<file path="src/rtl/secded_codec_pipe.sv">
// Pipelined Hamming SECDED channel: encode, XOR noise mask, decode, classify.
// Ports: i_clk/i_rst, in i_valid/o_ready/i_data/i_noise, out o_valid/i_ready/o_data,
//        o_syndrome/error flags, i_cnt_clr and saturating counters o_cnt_*.
module secded_codec_pipe #(
    parameter  int DATA_W = 4,
    parameter  int PAR_W  = 3,
    parameter  int CNT_W  = 16,
    localparam int CW_W   = DATA_W + PAR_W + 1
) (
    input  logic              i_clk,
    input  logic              i_rst,
    input  logic              i_valid,
    output logic              o_ready,
    input  logic [DATA_W-1:0] i_data,
    input  logic [CW_W-1:0]   i_noise,
    output logic              o_valid,
    input  logic              i_ready,
    output logic [DATA_W-1:0] o_data,
    output logic [PAR_W-1:0]  o_syndrome,
    output logic              o_1bit_error,
    output logic              o_2bit_error,
    output logic              o_parity_error,
    input  logic              i_cnt_clr,
    output logic [CNT_W-1:0]  o_cnt_1bit,
    output logic [CNT_W-1:0]  o_cnt_2bit,
    output logic [CNT_W-1:0]  o_cnt_par
);

    localparam int N = DATA_W + PAR_W;

    function automatic logic [CW_W-1:0] enc(input logic [DATA_W-1:0] d);
        logic [CW_W-1:0] cw;
        int              di;
        cw = '0;
        di = 0;
        for (int k = 1; k <= N; k++) begin
            if ((k & (k - 1)) != 0) begin
                cw[k] = d[di];
                di++;
            end
        end
        // Parity slots are still zero here, so XOR over all positions is safe.
        for (int j = 0; j < PAR_W; j++) begin
            for (int k = 1; k <= N; k++) begin
                if ((k & (1 << j)) != 0 && k != (1 << j))
                    cw[1 << j] = cw[1 << j] ^ cw[k];
            end
        end
        cw[0] = ^cw;
        return cw;
    endfunction

    function automatic logic [DATA_W-1:0] extract(input logic [CW_W-1:0] cw);
        logic [DATA_W-1:0] d;
        int                di;
        d  = '0;
        di = 0;
        for (int k = 1; k <= N; k++) begin
            if ((k & (k - 1)) != 0) begin
                d[di] = cw[k];
                di++;
            end
        end
        return d;
    endfunction

    function automatic logic [CNT_W-1:0] bump(input logic [CNT_W-1:0] c);
        return (&c) ? c : c + 1'b1;
    endfunction

    logic              r_s1_valid;
    logic [CW_W-1:0]   r_s1_cw;
    logic              r_s2_valid;
    logic [DATA_W-1:0] r_s2_data;
    logic [PAR_W-1:0]  r_s2_syn;
    logic              r_s2_f1;
    logic              r_s2_f2;
    logic              r_s2_fp;
    logic [CNT_W-1:0]  r_cnt_1;
    logic [CNT_W-1:0]  r_cnt_2;
    logic [CNT_W-1:0]  r_cnt_p;

    logic              w_s2_en;
    logic              w_s1_en;
    logic              w_xfer;
    logic [PAR_W-1:0]  w_syn;
    logic              w_par;
    logic              w_in_rng;
    logic [CW_W-1:0]   w_fix;
    logic              w_f1;
    logic              w_f2;
    logic              w_fp;

    // Stage 2 frees up when empty or draining; stage 1 follows it.
    assign w_s2_en = !r_s2_valid || i_ready;
    assign w_s1_en = !r_s1_valid || w_s2_en;
    assign o_ready = w_s1_en;
    assign w_xfer  = r_s2_valid && i_ready;

    always_comb begin
        w_syn = '0;
        for (int k = 1; k <= N; k++) begin
            if (r_s1_cw[k])
                w_syn = w_syn ^ PAR_W'(k);
        end
        w_par    = ^r_s1_cw;
        w_in_rng = int'(w_syn) <= N;
        w_fix    = r_s1_cw;
        w_f1     = 1'b0;
        w_f2     = 1'b0;
        w_fp     = 1'b0;
        unique case (1'b1)
            (w_syn != '0 && w_par && w_in_rng): begin
                w_fix[w_syn] = ~r_s1_cw[w_syn];
                w_f1         = 1'b1;
            end
            (w_syn != '0 && !(w_par && w_in_rng)): w_f2 = 1'b1;
            (w_syn == '0 && w_par):                w_fp = 1'b1;
            default: ;
        endcase
    end

    always_ff @(posedge i_clk or posedge i_rst) begin
        if (i_rst) begin
            r_s1_valid <= 1'b0;
            r_s1_cw    <= '0;
            r_s2_valid <= 1'b0;
            r_s2_data  <= '0;
            r_s2_syn   <= '0;
            r_s2_f1    <= 1'b0;
            r_s2_f2    <= 1'b0;
            r_s2_fp    <= 1'b0;
        end else begin
            if (w_s1_en) begin
                r_s1_valid <= i_valid;
                r_s1_cw    <= i_valid ? (enc(i_data) ^ i_noise) : '0;
            end
            // Bubbles load zeros so flags/syndrome read 0 while o_valid=0.
            if (w_s2_en) begin
                r_s2_valid <= r_s1_valid;
                r_s2_data  <= r_s1_valid ? extract(w_fix) : '0;
                r_s2_syn   <= r_s1_valid ? w_syn : '0;
                r_s2_f1    <= r_s1_valid && w_f1;
                r_s2_f2    <= r_s1_valid && w_f2;
                r_s2_fp    <= r_s1_valid && w_fp;
            end
        end
    end

    always_ff @(posedge i_clk or posedge i_rst) begin
        if (i_rst) begin
            r_cnt_1 <= '0;
            r_cnt_2 <= '0;
            r_cnt_p <= '0;
        end else if (i_cnt_clr) begin
            r_cnt_1 <= '0;
            r_cnt_2 <= '0;
            r_cnt_p <= '0;
        end else if (w_xfer) begin
            if (r_s2_f1) r_cnt_1 <= bump(r_cnt_1);
            if (r_s2_f2) r_cnt_2 <= bump(r_cnt_2);
            if (r_s2_fp) r_cnt_p <= bump(r_cnt_p);
        end
    end

    assign o_valid        = r_s2_valid;
    assign o_data         = r_s2_data;
    assign o_syndrome     = r_s2_syn;
    assign o_1bit_error   = r_s2_f1;
    assign o_2bit_error   = r_s2_f2;
    assign o_parity_error = r_s2_fp;
    assign o_cnt_1bit     = r_cnt_1;
    assign o_cnt_2bit     = r_cnt_2;
    assign o_cnt_par      = r_cnt_p;

endmodule

</file>
<file path="config.mk">
export PLATFORM = sky130hd
export DESIGN_NAME = secded_codec_pipe
export DESIGN_NICKNAME = d
export VERILOG_FILES = /design/src/rtl/secded_codec_pipe.sv
export SDC_FILE = /design/constraint.sdc
export NUM_CORES = 1
export LEC_CHECK = 0
export BUFFER_PORTS_ARGS = -buffer_cell sky130_fd_sc_hd__buf_2
export CORE_ASPECT_RATIO = 1.1
export CORE_MARGIN = 4
export CORE_UTILIZATION = 56
export DETAILED_ROUTE_END_ITERATION = 6
export GPL_ROUTABILITY_DRIVEN = 0
export MAX_ROUTING_LAYER = met4
export PLACE_DENSITY = 0.81
export SLEW_MARGIN = 10
export SYNTH_ARGS = -nofsm -noshare
export SYNTH_HDL_FRONTEND = slang
export SYNTH_SLANG_ARGS = --single-unit
</file>
<file path="constraint.sdc">
create_clock -name i_clk -period 2.1 [get_ports i_clk]
set_input_delay 0 -clock i_clk [delete_from_list [all_inputs] [get_ports i_clk]]
set_output_delay 0 -clock i_clk [all_outputs]
set_load 0.02 [all_outputs]
</file>
==> results by group, run 1 <==
CTS
  – CTS buffer count: 9
  – Skew-Pair Late Insertion Delay: 340 ps
  – CTS Buffer Depth: 2
  – Post-CTS Setup Inserts: 0
  – Clock transition at path regs: 70 ps
  – Clock root cell: clkbuf_8
  – CTS Sinks: 68
  – TritonCTS clock tree: built
  – # H-tree levels: 3

Cells and area
  – Cell Count, Final, Fillers Out: 598
  – Share of cells above drive strength 1: 0.221
  – Nets: 533
  – Area of the multi-input gates: 2150 um^2
  – Antenna Cells: 0
  – Fillcell total: 533
  – Area growth syn-to-layout: 18.1%
  – Reg area: 1700 um^2

Yosys
  – Net count after synthesis: 448
  – Sequential area share after synthesis: 0.428
  – Flop and latch count out of synthesis: 68
  – Syn Std Cell Area: 3980 um^2
  – Syn Area/Cell: 9.30 um^2
  – Warning count from the yosys run: 0
  – Ys async rst share: 1.00
  – Post-synth cell types: 49
  – Post-synth EDFFs: 0
  – Ys flop type: dfrtp_1
  – Cells after Synth: 428

Place
  – Post-detail-place hpwl: 6.55 mm
  – Worst slack, placed: 70.3 ps
  – Count of input and output buffers: 76
  – Placed Cells: 578

Floorplanning
  – Row cnt: 31
  – Initial Util: 0.590
  – Height of the die: 96.4 um
  – Core ar.: 6750 um^2
  – Die Wd: 88.4 um
  – Die area: 8520 um^2
  – I/O pins: 77

Drt
  – Drt drc: 0
  – Vias: 3,568
  – TritonRoute pass-1 iters: 5
  – DRT Wirelength: 9.08 mm
  – Final antenna-violating net count: 0
  – Initial DRC Count: 200
  – Routed WL per cell: 15.2 um
  – DR vias/cell: 5.97

Timing
  – Fin. Hold Viols: 0
  – Final setup vio count: 0
  – FMAX: 499 MHz
  – Tmin final: 2000 ps
  – Max-slew violations: 0
  – Slew margin rel.: 0.436
  – Worst hold slack: 4.78 ps
  – Slew @ Worst Pin: 846 ps
  – RSZ-0062 raised after global routing: yes
  – Tcrit/Tclk final: 0.954
  – Worst setup margin: 96.7 ps
  – Final Skew: 4.97 ps

Worst setup path
  – R2R cell count: 6
  – Critical-path maximum fanout: 5
  – Critical path required time: 2300 ps
  – CP Class: reg2reg
  – Crit start category: register
  – CP Data Arrival Time: 2200 ps
  – Crit end category: register

Outcome
  – Status: finished, final reports clean

Pwr
  – Power Density: 696 nW/um^2
  – Total chip power: 3.27 mW
  – Clk pwr share: 0.304
  – Sw frac: 0.322
  – LEAKAGE: 2.13 nW
  – Max rail drop VDD: 0.348 mV
  – Share of total power in sequential cells: 0.459
  – Sw power: 1.06 mW
  – Combinational Power Share: 0.237
  – Int Power: 2.22 mW

Global route
  – Largest net degree at the start of global routing: 50
  – Total track usage: 0.232
  – Initial antenna violation count: 0
  – Gr ovfl total: 0
  – Global-route wire length before repair: 15.3 mm
  – Vias in the first global route: 3,385

Job
  – Maxcap violations: 0

Worst hold path
  – Hold Path Class: in2reg
  – Hold path depth: 4
[stage by stage]
stage / cell area, um^2 / setup TNS [ps] / utilization
floorplan: 3980 / 0 / -
global route: 4700 / -30.7 / 0.697
CTS: 4690 / 0 / 0.694
detailed placement: 4450 / 0 / 0.659
global placement: 4450 / 0 / 0.659
finish: 4700 / 0 / 0.697
[logic make-up after synthesis]
family                   after synthesis  synth area share
AO/OA/AOI/OAI                         68             0.114
AND/OR/NAND/NOR                      188             0.240
multiplexers                           4            0.0132
XOR/XNOR                              69             0.160
adder cells (fa/ha/maj)                3           0.00943
flip-flops                            68             0.428
buffers and inverters                 28            0.0349
[cells in the mapped netlist (all sizes together), types with 4 or more instances]
cell | number | area share
nand4 | 10 | 0.017
buf | 10 | 0.018
a211oi | 5 | 0.0094
nor4 | 7 | 0.013
or4 | 7 | 0.013
nand2 | 36 | 0.034
clkbuf | 8 | 0.0075
nand2b | 4 | 0.0063
nand3 | 31 | 0.041
and3 | 10 | 0.016
a21oi | 13 | 0.016
xor2 | 30 | 0.066
xnor2 | 39 | 0.094
o2111ai | 4 | 0.0088
o211ai | 8 | 0.015
or3 | 6 | 0.0094
inv | 10 | 0.0094
dfrtp | 68 | 0.43
nor3 | 15 | 0.019
o31ai | 7 | 0.013
nor2 | 47 | 0.044
o21ai | 19 | 0.025
[placed cells by master, fill, tap and decap left out, types with 7 or more instances in the layout]
cell type,instances
buf_4,9
nand3_1,29
o21ai_0,17
nand2_1,36
or4_1,7
a21oi_1,13
xnor2_1,36
nor3_1,15
o211ai_1,8
nand4_1,9
inv_1,9
clkbuf_8,12
and3_1,10
buf_2,76
xor2_1,30
nor2_1,47
dfrtp_1,67
o31ai_1,7
[sequential cells by signal, summed over array words and instances (netlist names), 3 cells and up]
signal / flops
o_cnt_1bit: 16
o_cnt_2bit: 16
o_cnt_par: 16
o_data: 4
o_syndrome: 3
r_s1_cw: 8
[critical path, stage by stage, from the launching register on]
cell and delay [ps]:
dfrtp_1 420, ha_1 240, nand2_1 100, or4_1 580, o21ai_2 250, mux2i_1 210
nor2_1 50
[cell type report]
| class | count | share of cell area |
|---|---|---|
| multi-input combinational | 332 | 0.458 |
| sequential | 68 | 0.362 |
| timing repair buffer | 92 | 0.112 |
| clock buffer | 13 | 0.0359 |
| tap | 82 | 0.0218 |
| inverter | 10 | 0.00798 |
| clock inverter | 1 | 0.00160 |
[what timing repair did]
| item | 4_1_cts | 5_1_grt |
|---|---|---|
| hold buffers | 6 | 0 |
| hold endpoints to repair | 30 | 0 |
| setup endpoints to repair | 0 | 18 |
| gates resized for setup | 0 | 3 |
[final timing paths]
check | to | start | slack [ps]
setup / recovery | o_cnt_2bit[1]$_DFFE_PP0P_ | o_cnt_2bit[0]$_DFFE_PP0P_ | 100
hold / removal | r_s1_cw[3]$_DFFE_PP0P_ | i_data[0] | 5
setup reg to reg | o_cnt_2bit[1]$_DFFE_PP0P_ | o_cnt_2bit[0]$_DFFE_PP0P_ | 100
hold reg to reg | o_data[0]$_DFFE_PP0P_ | o_data[0]$_DFFE_PP0P_ | 500
max in group asynchronous | r_s1_cw[3]$_DFFE_PP0P_ | i_rst | 1210
min in group asynchronous | o_cnt_1bit[14]$_DFFE_PP0P_ | i_rst | 260
[power groups by stage]
stage                     combinational, mW  sequential [mW]  clock, mW
after floorplan                       0.516             1.55          0
after global placement                0.734             1.52          0
after detailed placement              0.762             1.52          0
after CTS                             0.775             1.50       1.01
after global routing                  0.851             1.51       1.06
final                                 0.776             1.50      0.996
[routing by layer]
layer	global-route usage	vias to the layer above	share of wire
met2	0.386	126	0.51
met1	0.287	1733	0.42
met5	-	-	0
li1	-	1697	-
met4	0.0844	0	0.011
met3	0.0365	12	0.065
(Power assumes the default switching activity.)
==> inputs of run 2 (changes only) <==
ABC_AREA = 1   (was not set)
PLACE_DENSITY = 0.83   (was 0.81)
==> run 2 against run 1 <==
- wire length rose by 11%
- setup slack improved by 110 ps
- clock power rose by 21%
- flip-flop and latch count did not move
- largest power group unchanged
- global-route usage rose by 1.8 points
- total power rose by 12%
- area after synthesis rose by 1.7%
- highest routed layer unchanged
- core utilization fell by 0.26 points
- critical path type unchanged
- combinational power rose by 20%
- sequential share of layout area fell by 1.2 points
==> results by group, run 2 <==
Outcome
  – Status: finished, final reports clean (unchanged)

CTS
  – CTS buffer count: 9 (unchanged)
  – Post-CTS Setup Inserts: 0 (unchanged)
  – CTS Sinks: 68 (unchanged)
  – Clock transition at path regs: 70 ps (about the same)
  – Clock root cell: clkbuf_8 (unchanged)
  – Skew-Pair Late Insertion Delay: 350 ps (was 340 ps)
  – TritonCTS clock tree: built (unchanged)
  – # H-tree levels: 3 (unchanged)
  – CTS Buffer Depth: 2 (unchanged)

Drt
  – Final antenna-violating net count: 0 (unchanged)
  – Initial DRC Count: 307 (was 200)
  – Vias: 3,904 (was 3,568)
  – Routed WL per cell: 14.6 um (was 15.2 um)
  – Drt drc: 0 (unchanged)
  – DRT Wirelength: 10.0 mm (was 9.08 mm)
  – TritonRoute pass-1 iters: 5 (unchanged)
  – DR vias/cell: 5.66 (was 5.97)

Timing
  – Slew @ Worst Pin: 590 ps (was 846 ps)
  – Final Skew: 8.32 ps (was 4.97 ps)
  – Tcrit/Tclk final: 0.899 (was 0.954)
  – FMAX: 529 MHz (was 499 MHz)
  – Tmin final: 1890 ps (was 2000 ps)
  – Max-slew violations: 0 (unchanged)
  – RSZ-0062 raised after global routing: no (was yes)
  – Slew margin rel.: 0.606 (was 0.436)
  – Worst setup margin: 211 ps (was 96.7 ps)
  – Final setup vio count: 0 (unchanged)
  – Fin. Hold Viols: 0 (unchanged)
  – Setup Total Neg Slack: 0 ps (unchanged)

Worst hold path
  – Hold Path Class: in2reg (unchanged)

Floorplanning
  – Row cnt: 32 (was 31)
  – Die area: 8660 um^2 (was 8520 um^2)
  – Height of the die: 97.2 um (was 96.4 um)
  – Core ar.: 7010 um^2 (was 6750 um^2)
  – Die Wd: 89.1 um (was 88.4 um)
  – I/O pins: 77 (unchanged)
  – Initial Util: 0.578 (was 0.590)

Worst setup path
  – Critical path required time: 2330 ps (was 2300 ps)
  – CP Data Arrival Time: 2120 ps (was 2200 ps)
  – Crit start category: register (unchanged)
  – Crit end category: register (unchanged)
  – Critical path cell sequence: ha_1 -> nand3_2 -> nor2_4 -> nand4_2 -> nand3_4 -> nand2_4 -> inv_2 -> nor2_1 -> o21ai_1 -> nor2_1 (was ha_1 -> nand2_1 -> or4_1 -> o21ai_2 -> mux2i_1 -> nor2_1)
  – CP Class: reg2reg (unchanged)
  – Most frequent cell on the critical path: nor2_1
  – CP peak stage delay: 420 ps (was 580 ps)
  – Critical-path maximum fanout: 12 (was 5)
  – Critical path's slowest cell: dfrtp_1 (was or4_1)

Job
  – Maxcap violations: 0 (unchanged)

Cells and area
  – Most frequent cells in the layout: 122 x nand2_1, 76 x buf_2, 68 x dfrtp_1, 47 x inv_1, 42 x nand3_1 (was 76 x buf_2, 67 x dfrtp_1, 47 x nor2_1, 36 x nand2_1, 36 x xnor2_1)
  – Area growth syn-to-layout: 20.1% (was 18.1%)
  – Antenna Cells: 0 (unchanged)
  – Share of cells above drive strength 1: 0.202 (was 0.221)
  – Commonest non-fill, non-tap cell in the layout: nand2_1 (was buf_2)
  – Nets: 620 (was 533)
  – Cell Count, Final, Fillers Out: 690 (was 598)

Yosys
  – Synth area leader: dfrtp_1 (unchanged)
  – Post-synth top cells: 122 x nand2_1, 68 x dfrtp_1, 48 x inv_1 (was 68 x dfrtp_1, 47 x nor2_1, 36 x nand2_1, 36 x xnor2_1, 30 x xor2_1)
  – Syn Std Cell Area: 4050 um^2 (was 3980 um^2)
  – Synth top area share: 0.420 (was 0.428)
  – Sequential area share after synthesis: 0.420 (was 0.428)
  – Net count after synthesis: 529 (was 448)
  – Warning count from the yosys run: 0 (unchanged)
  – Ys async rst share: 1.00 (unchanged)
  – Area contributors post-synth: dfrtp_1 42%, nand2_1 11%, xnor2_1 5.4% (was dfrtp_1 43%, xnor2_1 7.9%, xor2_1 6.6%)
  – Post-synth EDFFs: 0 (unchanged)
  – Count leader, synth: nand2_1 (was dfrtp_1)
  – Syn Area/Cell: 7.95 um^2 (was 9.30 um^2)
  – Flop and latch count out of synthesis: 68 (unchanged)
  – Post-synth cell types: 39 (was 49)
  – Ys flop type: dfrtp_1 (unchanged)
  – Cells after Synth: 509 (was 428)

Global route
  – Global-route wire length before repair: 17.0 mm (was 15.3 mm)
  – Initial antenna violation count: 0 (unchanged)
  – Gr ovfl total: 0 (unchanged)
  – Total track usage: 0.250 (was 0.232)
  – Largest net degree at the start of global routing: 69 (was 50)
  – Vias in the first global route: 3,765 (was 3,385)

Pwr
  – LEAKAGE: 2.29 nW (was 2.13 nW)
  – Max rail drop VDD: 0.510 mV (was 0.348 mV)
  – Power Density: 755 nW/um^2 (was 696 nW/um^2)
  – Total chip power: 3.67 mW (was 3.27 mW)

Place
  – Count of input and output buffers: 76 (unchanged)
  – Worst slack, placed: 216 ps (was 70.3 ps)
  – Post-detail-place hpwl: 7.08 mm (was 6.55 mm)
  – Placed Cells: 664 (was 578)
[run 2: cell count changes after synthesis, sizes merged, moves of 7 or more]
cell    previous run  this run
buf               10         3
nand3             31        48
o211ai             8         1
o31ai              7        21
and3              10         1
or4                7         0
nand4             10        18
inv               10        53
o22ai              0         8
xor2              30        22
xnor2             39        26
nand2             36       125
[run 2: final cells by class]
type	count	area [um^2]
Inverter	53	199
Timing Repair Buffer	90	523
Clock inverter	6	87.6
Clock buffer	10	138
Sequential cell	68	1700
Multi-Input combinational cell	378	2110
Fill cell	563	2140
Tap cell	85	106
[run 2: worst paths after layout]
check	slack (ps)	cells past startpoint	to	from
worst max-delay path	210	10	o_cnt_2bit[4]$_DFFE_PP0P_	o_cnt_2bit[1]$_DFFE_PP0P_
worst min-delay path	20	3	r_s1_cw[6]$_DFFE_PP0P_	i_data[2]
worst max register to register	210	10	o_cnt_2bit[4]$_DFFE_PP0P_	o_cnt_2bit[1]$_DFFE_PP0P_
worst min register to register	480	2	o_data[3]$_DFFE_PP0P_	o_data[3]$_DFFE_PP0P_
max in group asynchronous	1530	4	o_cnt_2bit[0]$_DFFE_PP0P_	i_rst
min in group asynchronous	260	4	o_cnt_par[12]$_DFFE_PP0P_	i_rst
[run 2: routing by layer]
layer  part of all wire  up-vias  track usage
met5                  0        -            -
met4              0.026        0        0.102
met3              0.057       24       0.0416
met2               0.51      140        0.402
met1               0.41     1859        0.311
li1                   -     1881            -
[run 2: critical path: cells and delay by family (launching register included)]
| family | cells | cell delay (ps) |
|---|---|---|
| DFF | 1 | 420 |
| buffers and inverters | 1 | 190 |
| AOI/OAI and AO/OA | 1 | 110 |
| and+or+nand+nor | 7 | 840 |
| adders and majority gates | 1 | 210 |
[run 2: repair_timing]
item | in CTS | in global routing
hold endpoints to repair | 74 | 0
hold buffers | 10 | 0
resized for setup | 0 | 2
setup endpoints to repair | 0 | 9
[run 2: kinds of logic after synthesis]
group | Yosys count | synth area share
buf+inv | 63 | 0.0615
xor+xnor | 48 | 0.109
compound gates | 67 | 0.101
simple gates | 260 | 0.298
fa+ha+maj | 3 | 0.00927
flops | 68 | 0.420
[run 2: through the flow]
stage               area, um^2  hold WS, ps   util
finish                    4860         20.0  0.694
global route              4860         43.1  0.694
CTS                       4850         9.65  0.693
detailed placement        4530          102  0.646
global placement          4530         98.5  0.646
floorplan                 4050          108      -
[run 2: power breakdown]
part / total [mW] / internal, mW / switching (mW)
Combinational: 0.929 / 0.307 / 0.622
Sequential: 1.53 / 1.41 / 0.121
Clock: 1.21 / 0.698 / 0.515
Total: 3.67 / 2.41 / 1.26
